==> config.mk <==
export PLATFORM = sky130hd
export DESIGN_NAME = acc_add_ctrl
export DESIGN_NICKNAME = d
export VERILOG_FILES = /design/src/rtl/acc_pkg.sv /design/src/rtl/acc_opnd_mux.sv /design/src/rtl/acc_add_ctrl.sv
export SDC_FILE = /design/constraint.sdc
export NUM_CORES = 1
export LEC_CHECK = 0
export CORE_MARGIN = 1.5
export CORE_UTILIZATION = 35
export DETAILED_ROUTE_END_ITERATION = 6
export GPL_TIMING_DRIVEN = 0
export PLACE_DENSITY = 0.73
export REMOVE_ABC_BUFFERS = 1
export SYNTH_ARGS = -nofsm -noshare
export SYNTH_HDL_FRONTEND = slang
export SYNTH_SLANG_ARGS = --single-unit
export TNS_END_PERCENT = 100
==> constraint.sdc <==
create_clock -name clk -period 2.4 [get_ports clk]
set_input_delay 0.48 -clock clk [delete_from_list [all_inputs] [get_ports clk]]
set_output_delay 0.48 -clock clk [all_outputs]
set_load 0.02 [all_outputs]
==> src/rtl/acc_pkg.sv <==
// Shared definitions for the accumulator sequencer.
//   op_e     : command op codes carried on in_op
//   state_e  : sequencer state encoding
//   FLG_*    : bit positions inside the 4-bit flags word {sat, ovf, zero, carry}
package acc_pkg;

  typedef enum logic [1:0] {
    OP_LOAD = 2'd0,
    OP_ADD  = 2'd1,
    OP_ADC  = 2'd2,
    OP_SUB  = 2'd3
  } op_e;

  typedef enum logic [1:0] {
    IDLE = 2'd0,
    EXEC = 2'd1,
    RESP = 2'd2
  } state_e;

  localparam int FLG_W     = 4;
  localparam int FLG_CARRY = 0;
  localparam int FLG_ZERO  = 1;
  localparam int FLG_OVF   = 2;
  localparam int FLG_SAT   = 3;

endpackage

==> src/rtl/acc_opnd_mux.sv <==
// Operand select for the external adder.
// Ports:
//   exec    in   high only while the sequencer is in EXEC; gates all outputs
//   op      in   registered op code
//   acc     in   accumulator value
//   data    in   registered command operand
//   carry   in   stored carry flag (ADC carry-in)
//   add_a   out  adder operand a
//   add_b   out  adder operand b
//   add_ci  out  adder carry-in
import acc_pkg::*;

module acc_opnd_mux #(
  parameter int WIDTH = 8
) (
  input  logic             exec,
  input  op_e              op,
  input  logic [WIDTH-1:0] acc,
  input  logic [WIDTH-1:0] data,
  input  logic             carry,
  output logic [WIDTH-1:0] add_a,
  output logic [WIDTH-1:0] add_b,
  output logic             add_ci
);

  always_comb begin
    // NOTE: every output gets a default before the case so no path leaves
    // a value unassigned, which would otherwise infer a latch.
    add_a  = '0;
    add_b  = '0;
    add_ci = 1'b0;
    if (exec) begin
      unique case (op)
        OP_LOAD: begin
          add_b = data;
        end
        OP_ADD: begin
          add_a = acc;
          add_b = data;
        end
        OP_ADC: begin
          add_a  = acc;
          add_b  = data;
          add_ci = carry;
        end
        OP_SUB: begin
          // Two's-complement subtract: acc + ~data + 1.
          add_a  = acc;
          add_b  = ~data;
          add_ci = 1'b1;
        end
      endcase
    end
  end

endmodule

==> src/rtl/acc_add_ctrl.sv <==
// Accumulator sequencer driving an external WIDTH-bit adder.
// Accepts op/operand commands (valid/ready), runs one adder cycle in EXEC,
// and presents the accumulator plus flags (valid/ready) in RESP.
// Ports:
//   clk, rst_n          clock, asynchronous active-low reset
//   in_valid/in_ready   command handshake; in_op (LOAD/ADD/ADC/SUB), in_data operand
//   add_a/add_b/add_ci  adder drive, zero outside EXEC
//   add_sum/add_co      adder result (combinational from add_*)
//   out_valid/out_ready result handshake; out_data accumulator, out_flags {sat,ovf,zero,carry}
//   op_cnt              completed operations (wraps)
// Configuration macro: ACC_SAT_EN enables unsigned saturation; otherwise results wrap
// and the sat flag is always 0.
import acc_pkg::*;

module acc_add_ctrl #(
  parameter int WIDTH = 8,
  parameter int CNT_W = 16
) (
  input  logic             clk,
  input  logic             rst_n,
  input  logic             in_valid,
  output logic             in_ready,
  input  logic [1:0]       in_op,
  input  logic [WIDTH-1:0] in_data,
  output logic [WIDTH-1:0] add_a,
  output logic [WIDTH-1:0] add_b,
  output logic             add_ci,
  input  logic [WIDTH-1:0] add_sum,
  input  logic             add_co,
  output logic             out_valid,
  input  logic             out_ready,
  output logic [WIDTH-1:0] out_data,
  output logic [FLG_W-1:0] out_flags,
  output logic [CNT_W-1:0] op_cnt
);

  localparam int MSB = WIDTH - 1;

  state_e           state, state_nxt;
  op_e              op_r;
  logic [WIDTH-1:0] data_r;
  logic [WIDTH-1:0] acc;
  logic [FLG_W-1:0] flags;
  logic             accept;
  logic             out_hs;
  logic [WIDTH-1:0] acc_nxt;
  logic [FLG_W-1:0] flags_nxt;
  logic             sat;
  logic             ovf;

  assign accept    = in_valid & in_ready;
  assign out_hs    = out_valid & out_ready;
  assign out_data  = acc;
  assign out_flags = flags;

  acc_opnd_mux #(.WIDTH(WIDTH)) u_opnd_mux (
    .exec   (state == EXEC),
    .op     (op_r),
    .acc    (acc),
    .data   (data_r),
    .carry  (flags[FLG_CARRY]),
    .add_a  (add_a),
    .add_b  (add_b),
    .add_ci (add_ci)
  );

  // State register.
  always_ff @(posedge clk or negedge rst_n) begin
    if (!rst_n) begin
      state <= IDLE;
    end else begin
      // NOTE: sequential state uses non-blocking assignment so every flop
      // samples pre-edge values regardless of statement order.
      state <= state_nxt;
    end
  end

  // Next state and handshake outputs.
  always_comb begin
    state_nxt = state;
    in_ready  = 1'b0;
    out_valid = 1'b0;
    unique case (state)
      IDLE: begin
        in_ready = 1'b1;
        if (in_valid) state_nxt = EXEC;
      end
      EXEC: begin
        state_nxt = RESP;
      end
      RESP: begin
        out_valid = 1'b1;
        // A new command can only enter when the current result leaves.
        in_ready  = out_ready;
        if (out_ready) state_nxt = in_valid ? EXEC : IDLE;
      end
      default: begin
        state_nxt = IDLE;
      end
    endcase
  end

  // Result and flags from the adder output; only consumed in EXEC.
  always_comb begin
    acc_nxt   = add_sum;
    flags_nxt = '0;
    sat       = 1'b0;
    // Overflow judged on operands as driven, so SUB sees ~data.
    ovf       = (add_a[MSB] == add_b[MSB]) && (add_sum[MSB] != add_a[MSB]);
    unique case (op_r)
      OP_LOAD: begin
        ovf = 1'b0;
      end
      OP_ADD, OP_ADC: begin
`ifdef ACC_SAT_EN
        if (add_co) begin
          acc_nxt = '1;
          sat     = 1'b1;
        end
`endif
      end
      OP_SUB: begin
`ifdef ACC_SAT_EN
        // No carry-out on a subtract means a borrow occurred.
        if (!add_co) begin
          acc_nxt = '0;
          sat     = 1'b1;
        end
`endif
      end
    endcase
    flags_nxt[FLG_CARRY] = (op_r == OP_LOAD) ? 1'b0 : add_co;
    flags_nxt[FLG_ZERO]  = (acc_nxt == '0);
    flags_nxt[FLG_OVF]   = ovf;
    flags_nxt[FLG_SAT]   = sat;
  end

  // Datapath registers.
  always_ff @(posedge clk or negedge rst_n) begin
    if (!rst_n) begin
      op_r   <= OP_LOAD;
      data_r <= '0;
      acc    <= '0;
      flags  <= '0;
      op_cnt <= '0;
    end else begin
      if (accept) begin
        op_r   <= op_e'(in_op);
        data_r <= in_data;
      end
      if (state == EXEC) begin
        acc   <= acc_nxt;
        flags <= flags_nxt;
      end
      if (out_hs) begin
        op_cnt <= op_cnt + CNT_W'(1);
      end
    end
  end

endmodule
==> results of run 1 <==
## layout make-up
cell class / instances / area, sq um
Clock inverter: 2 / 35.0
Sequential cell: 39 / 978
Timing Repair Buffer: 71 / 733
Tap cell: 70 / 87.6
Fill cell: 472 / 2300
Multi-Input combinational cell: 110 / 888
Clock buffer: 6 / 82.6
## Yosys cell counts
cell | count | area (sq um)
and2_1 | 8 | 50.1
buf_6 | 1 | 11.3
nor2b_1 | 2 | 12.5
a22o_1 | 2 | 17.5
nand4_1 | 2 | 12.5
nand4b_1 | 1 | 8.76
conb_1 | 1 | 3.75
buf_2 | 2 | 10.0
nand2_2 | 1 | 6.26
nor4_1 | 2 | 12.5
o21ai_0 | 3 | 15.0
nand4b_2 | 1 | 15.0
nor3_2 | 1 | 10.0
mux2_2 | 10 | 113
mux2_4 | 9 | 135
dfrtp_1 | 39 | 976
ha_1 | 1 | 12.5
and2_4 | 1 | 8.76
nor2_1 | 16 | 60.1
nand3b_1 | 1 | 7.51
xor2_1 | 14 | 123
nor4_2 | 1 | 12.5
xnor2_1 | 9 | 78.8
and3_1 | 2 | 12.5
nand2_1 | 6 | 22.5
nand2b_1 | 4 | 25.0
nand3_1 | 7 | 35.0
buf_4 | 2 | 15.0
nor4_4 | 1 | 21.3
mux2i_1 | 1 | 10.0
nand3_2 | 1 | 10.0
## through the flow
stage,power (mW),cells,TNS (ns),util [%]
after floorplan,1.49,147,0,-
after global placement,1.92,285,-10.03,50.8
after detailed placement,1.93,285,-4.71,50.7
after CTS,2.55,298,0,54.3
after global routing,2.66,298,0,54.9
final,2.51,298,0,54.9
## flip-flops by register name, summed over array words and instances, names as in the netlist
signal,cells
op_cnt,16
data_r,8
out_data,8
out_flags,3
op_r,2
state,2
## power by group
part,switching (mW),internal (mW)
sequential,0.154,0.814
combinational,0.447,0.533
clock,0.223,0.336
total,0.825,1.68
## logic make-up (layout without fill, tap and decap cells)
kind of cell	count (synthesis)	in the layout	share of synthesized area (%)
AOI/OAI and AO/OA	5	5	1.75
xor gates and xnor gates	23	23	10.8
adders and majority gates	1	1	0.671
buffers and inverters	5	79	1.95
DFF	39	39	52.4
muxes	20	20	13.8
other	1	1	0.201
and+or+nand+nor	58	60	18.4
## worst max path at each step
stage,startpoint,endpoint,slack (ns),depth (start not counted)
3_5_place_dp,state[1],add_a[7],-0.58,4
3_3_place_gp,state[1],add_a[7],-0.57,4
6_report,op_r[1],add_b[3],0.10,4
2_1_floorplan,state[1],add_a[0],0.38,3
5_1_grt,state[1],add_b[1],0.004,4
4_1_cts,state[1],add_a[7],0.0007,4
## routing by layer
| metal | track usage (%) | part of all wire (%) | vias to the layer above |
|---|---|---|---|
| met1 | 18.5 | 47 | 660 |
| met4 | 4.44 | 0.78 | 0 |
| li1 | - | - | 669 |
| met3 | 3.37 | 5.1 | 4 |
| met5 | 0 | 0 | - |
| met2 | 22.0 | 47 | 44 |
## worst max-delay path, delay by kind of cell, from the launching register on
family,cells,cell delay (ns)
AND/OR/NAND/NOR,2,0.31
XOR/XNOR,1,0.19
buffers and inverters,1,0.62
flip-flops,1,0.42
## what timing repair did
action | in CTS | in global routing
setup buffers | 3 | 0
pin swaps | 1 | 0
setup endpoints to repair | 18 | 14
cloned | 2 | 0
resized for setup | 7 | 13
==> impl_metrics.yaml, run 1 <==
placed_design:
  gp_congestion: 0.727
  dp_hpwl_mm: 2.57
  dpl-instance-area_sq_um: 2590
  port_buffers: 68
  pre_cts_ws_ns: -0.580
die:
  dieHeight_um: 76.0
  die_area_sq_um: 5770
  rows: 26
  initial_utilization_pct: 36.5
  ios: 70
  design.core.area_sq_um: 5110
  fp.dieW_um: 76.0
timing:
  max-slew-margin-rel_pct: 42.5
  rsz0062_at_grt: "no"
  hold_viol: 0
  holdWs_ns: 0.289
  min_period_ns: 2.30
  finalCritPeriodShare_pct: 95.7
  finalWorstSetupSlack_ns: 0.103
  finalSetupViolCount: 0
  fin_worst_skew_ns: 0.00557
  max_freq_mhz: 435
  tightestPinTransition_ns: 0.863
  slew_violations: 0
drt:
  firstDrtPassIters: 4
  vias: 1377
  wirelength_mm: 3.85
  initialDrtViolationCount: 40
  viasPerCell: 4.62
  wire_per_inst_um: 12.9
  postRouteAntennaNets: 0
  drc: 0
status:
  outcome: "finished, final reports clean"
finish:
  drive_gt1_share_pct: 19.7
  final_area_sq_um: 2810
  final_cell_mix: "clkdlybuf4s50_1 (55), dfrtp_1 (37), xor2_1 (14), nor2_1 (14)"
  layout_commonest_cell: "clkdlybuf4s50_1"
  nets: 251
  syn2layout_area_growth_pct: 50.6
  diodes: 0
synthesis:
  avgSynthCellArea_sq_um: 12.3
  synth-seq-cells: 39
  synth_area_sq_um: 1860
  synth_seq_area_share_pct: 52.4
  yosysWarningCount: 0
  ys_types: 31
  postSynthCellCount: 152
power:
  p_per_area_nw_per_um2: 894
  max-vdd-ir-drop_mv: 0.478
  p_leak_nw: 1.37
global_route:
  grt_pass1_wl_mm: 6.25
  grt_usage_pct: 13.8
  grt_pass1_vias: 1282
  antenna_found_initial: 0
  grt_overflow_total: 0
  grt_max_degree: 40
setup_path:
  reg2regPathDepth: 5
  crit_slowest_cell: "clkdlybuf4s50_1"
  r2r_setup_slack_ns: 0.79
  crit_fanout: 8
  arrival_ns: 1.82
  reg2reg_to: "op_cnt[14]"
  rr_startpoint: "op_cnt[0]"
  crit_chain: "nand2_2, xor2_1, nor2_1, clkdlybuf4s50_1"
  cpPeakStageDelay_ns: 0.62
  cp-end-kind: "primary output"
  worstSetupStartpointType: "flip-flop"
  worstSetupPathType: "flip-flop to primary output"
  worstPathRequired_ns: 1.92
clocking:
  hold_buffers: 0
  path_clk_slew_ns: 0.08
  htreeDepth: 2
  clock_latency_ns: 0.28
  cts-root-buf: "clkbuf_8"
  cts_made_buffers: 5
  cts_num_sinks: 39
  cts_tree: "built"
  clockBufferDepth: 2
min_path:
  hp-class: "input port to async pin"
flow_run:
  drv_cap: 0
No activity file was read; power rests on OpenSTA's default activity.
==> run 2, diff against run 1 <==
--- a/config.mk
+++ b/config.mk
@@ -5,12 +5,14 @@
 export SDC_FILE = /design/constraint.sdc
 export NUM_CORES = 1
 export LEC_CHECK = 0
+export CAP_MARGIN = 25
 export CORE_MARGIN = 1.5
 export CORE_UTILIZATION = 35
 export DETAILED_ROUTE_END_ITERATION = 6
 export GPL_TIMING_DRIVEN = 0
 export PLACE_DENSITY = 0.73
 export REMOVE_ABC_BUFFERS = 1
+export SETUP_SLACK_MARGIN = 0.4
 export SYNTH_ARGS = -nofsm -noshare
 export SYNTH_HDL_FRONTEND = slang
 export SYNTH_SLANG_ARGS = --single-unit
==> impl_metrics.yaml, run 2 (synthesized netlist as in run 1, its figures left out) <==
drt:
  initialDrtViolationCount: 43
  firstDrtPassIters: 4
  vias: 1397
  wirelength_mm: 3.86
  wire_per_inst_um: 12.8
  viasPerCell: 4.64
  postRouteAntennaNets: 0
  drc: 0
global_route:
  antenna_found_initial: 0
  grt_overflow_total: 0
  grt_usage_pct: 13.9
  grt_pass1_wl_mm: 6.33
  grt_pass1_vias: 1300
  grt_max_degree: 40
setup_path:
  path_buf_inv: 2
  cp-end-kind: "primary output"
  worstSetupStartpointType: "input port"
  worstSetupPathType: "input port to primary output"
  cp.depth: 4
  cp-endpoint: "in_ready"
  cp-startpoint: "out_ready"
  worstPathRequired_ns: 1.92
  cpPeakStageDelay_ns: 0.51
  reg2regPathDepth: 5
  crit_slowest_cell: "clkdlybuf4s50_1"
  worst_path_dominant_cell_family: "buffers and inverters"
  reg2reg_to: "op_cnt[14]"
  arrival_ns: 1.47
  rr_startpoint: "op_cnt[0]"
  crit_fanout: 4
  r2r_setup_slack_ns: 0.79
  crit_chain: "clkdlybuf4s50_1, nand2b_1, nor2b_1, buf_4"
power:
  p_per_area_nw_per_um2: 910
  p_leak_nw: 1.26
  max-vdd-ir-drop_mv: 0.545
clocking:
  cts-root-buf: "clkbuf_8"
  cts_tree: "built"
  clock_latency_ns: 0.28
  cts_num_sinks: 39
  clockBufferDepth: 2
  path_clk_slew_ns: 0.08
  cts_made_buffers: 5
  htreeDepth: 2
die:
  fp.dieW_um: 76.0
  rows: 26
  initial_utilization_pct: 36.5
  die_area_sq_um: 5770
  ios: 70
  dieHeight_um: 76.0
  design.core.area_sq_um: 5110
timing:
  max-slew-margin-rel_pct: 42.9
  tightestPinTransition_ns: 0.856
  finalCritPeriodShare_pct: 81.2
  slew_violations: 0
  finalSetupViolCount: 0
  rsz0062_at_grt: "yes"
  hold_viol: 0
  min_period_ns: 1.95
  finalWorstSetupSlack_ns: 0.451
  holdWs_ns: 0.297
  fin_worst_skew_ns: 0.00615
  max_freq_mhz: 513
flow_run:
  drv_cap: 0
finish:
  largest_reg_flops: 16
  layout_commonest_cell: "clkdlybuf4s50_1"
  final_cell_mix: "clkdlybuf4s50_1 (48), dfrtp_1 (35), nor2_1 (14)"
  syn2layout_area_growth_pct: 47.8
  diodes: 0
  drive_gt1_share_pct: 29.0
  fillCellCount: 486
  final_area_sq_um: 2750
  seq_area_sq_um: 981
  nets: 254
  multi_input_area_sq_um: 906
  fin_util_pct: 53.9
  largest-register: "op_cnt"
placed_design:
  port_buffers: 68
  pre_cts_ws_ns: -0.580
  dpl-instance-area_sq_um: 2590
  dp_hpwl_mm: 2.57
  gp_congestion: 0.727
min_path:
  hp-class: "input port to async pin"
status:
  outcome: "finished, final reports clean"
==> run 2: cell types whose count changed in the layout (fill, tap and decap cells not counted), moves of 2 or more <==
cell | previous run | this run
dlymetal6s2s_1 | 10 | 1
buf_2 | 1 | 8
clkbuf_2 | 0 | 7
clkdlybuf4s50_1 | 55 | 48
buf_4 | 2 | 6
dfrtp_1 | 37 | 35
dfrtp_2 | 2 | 4
==> run 2: repair_timing <==
item                                    in CTS  in global routing
gates cloned                                 2                  0
gates resized for setup                     53                 20
buffers inserted                             4                  2
endpoints found under the setup margin      18                 18
pin swaps                                    1                  1
hold buffers                                 0                  0
==> run 2: layer usage <==
layer / share of wire, % / global-route usage, %
met4: 0.78 / 4.44
met5: 0 / 0
met3: 5.2 / 3.49
met2: 46 / 22.3
met1: 48 / 18.5
==> run 2: worst min-delay path by stage <==
stage               start    endpoint  slack [ns]  cells past startpoint
3_5_place_dp   op_cnt[15]  op_cnt[15]        0.47                      1
2_1_floorplan       rst_n   data_r[0]        0.18                      0
3_3_place_gp   op_cnt[15]  op_cnt[15]        0.46                      1
4_1_cts             rst_n   op_cnt[8]        0.34                      1
5_1_grt             rst_n   op_cnt[8]        0.38                      1
6_report            rst_n   op_cnt[8]        0.30                      1
==> run 2: cell type report <==
cell class	instances	area share [%]
Clock buffer	6	3.00
Sequential cell	39	35.6
Multi-Input combinational cell	110	32.9
Clock inverter	2	1.27
Timing Repair Buffer	74	24.0
Tap cell	70	3.18
==> run 2: metrics by stage <==
| stage | total power, mW | std cells | setup TNS (ns) |
|---|---|---|---|
| floorplan | 1.49 | 147 | 0 |
| global placement | 1.92 | 285 | -10.03 |
| detailed placement | 1.93 | 285 | -4.71 |
| CTS | 2.55 | 299 | 0 |
| global route | 2.66 | 301 | 0 |
| finish | 2.51 | 301 | 0 |
==> run 2: power by group <==
group | switching, mW | internal (mW) | total, mW
Sequential | 0.159 | 0.815 | 0.974
Clock | 0.223 | 0.336 | 0.560
Combinational | 0.457 | 0.516 | 0.973
Total | 0.840 | 1.67 | 2.51
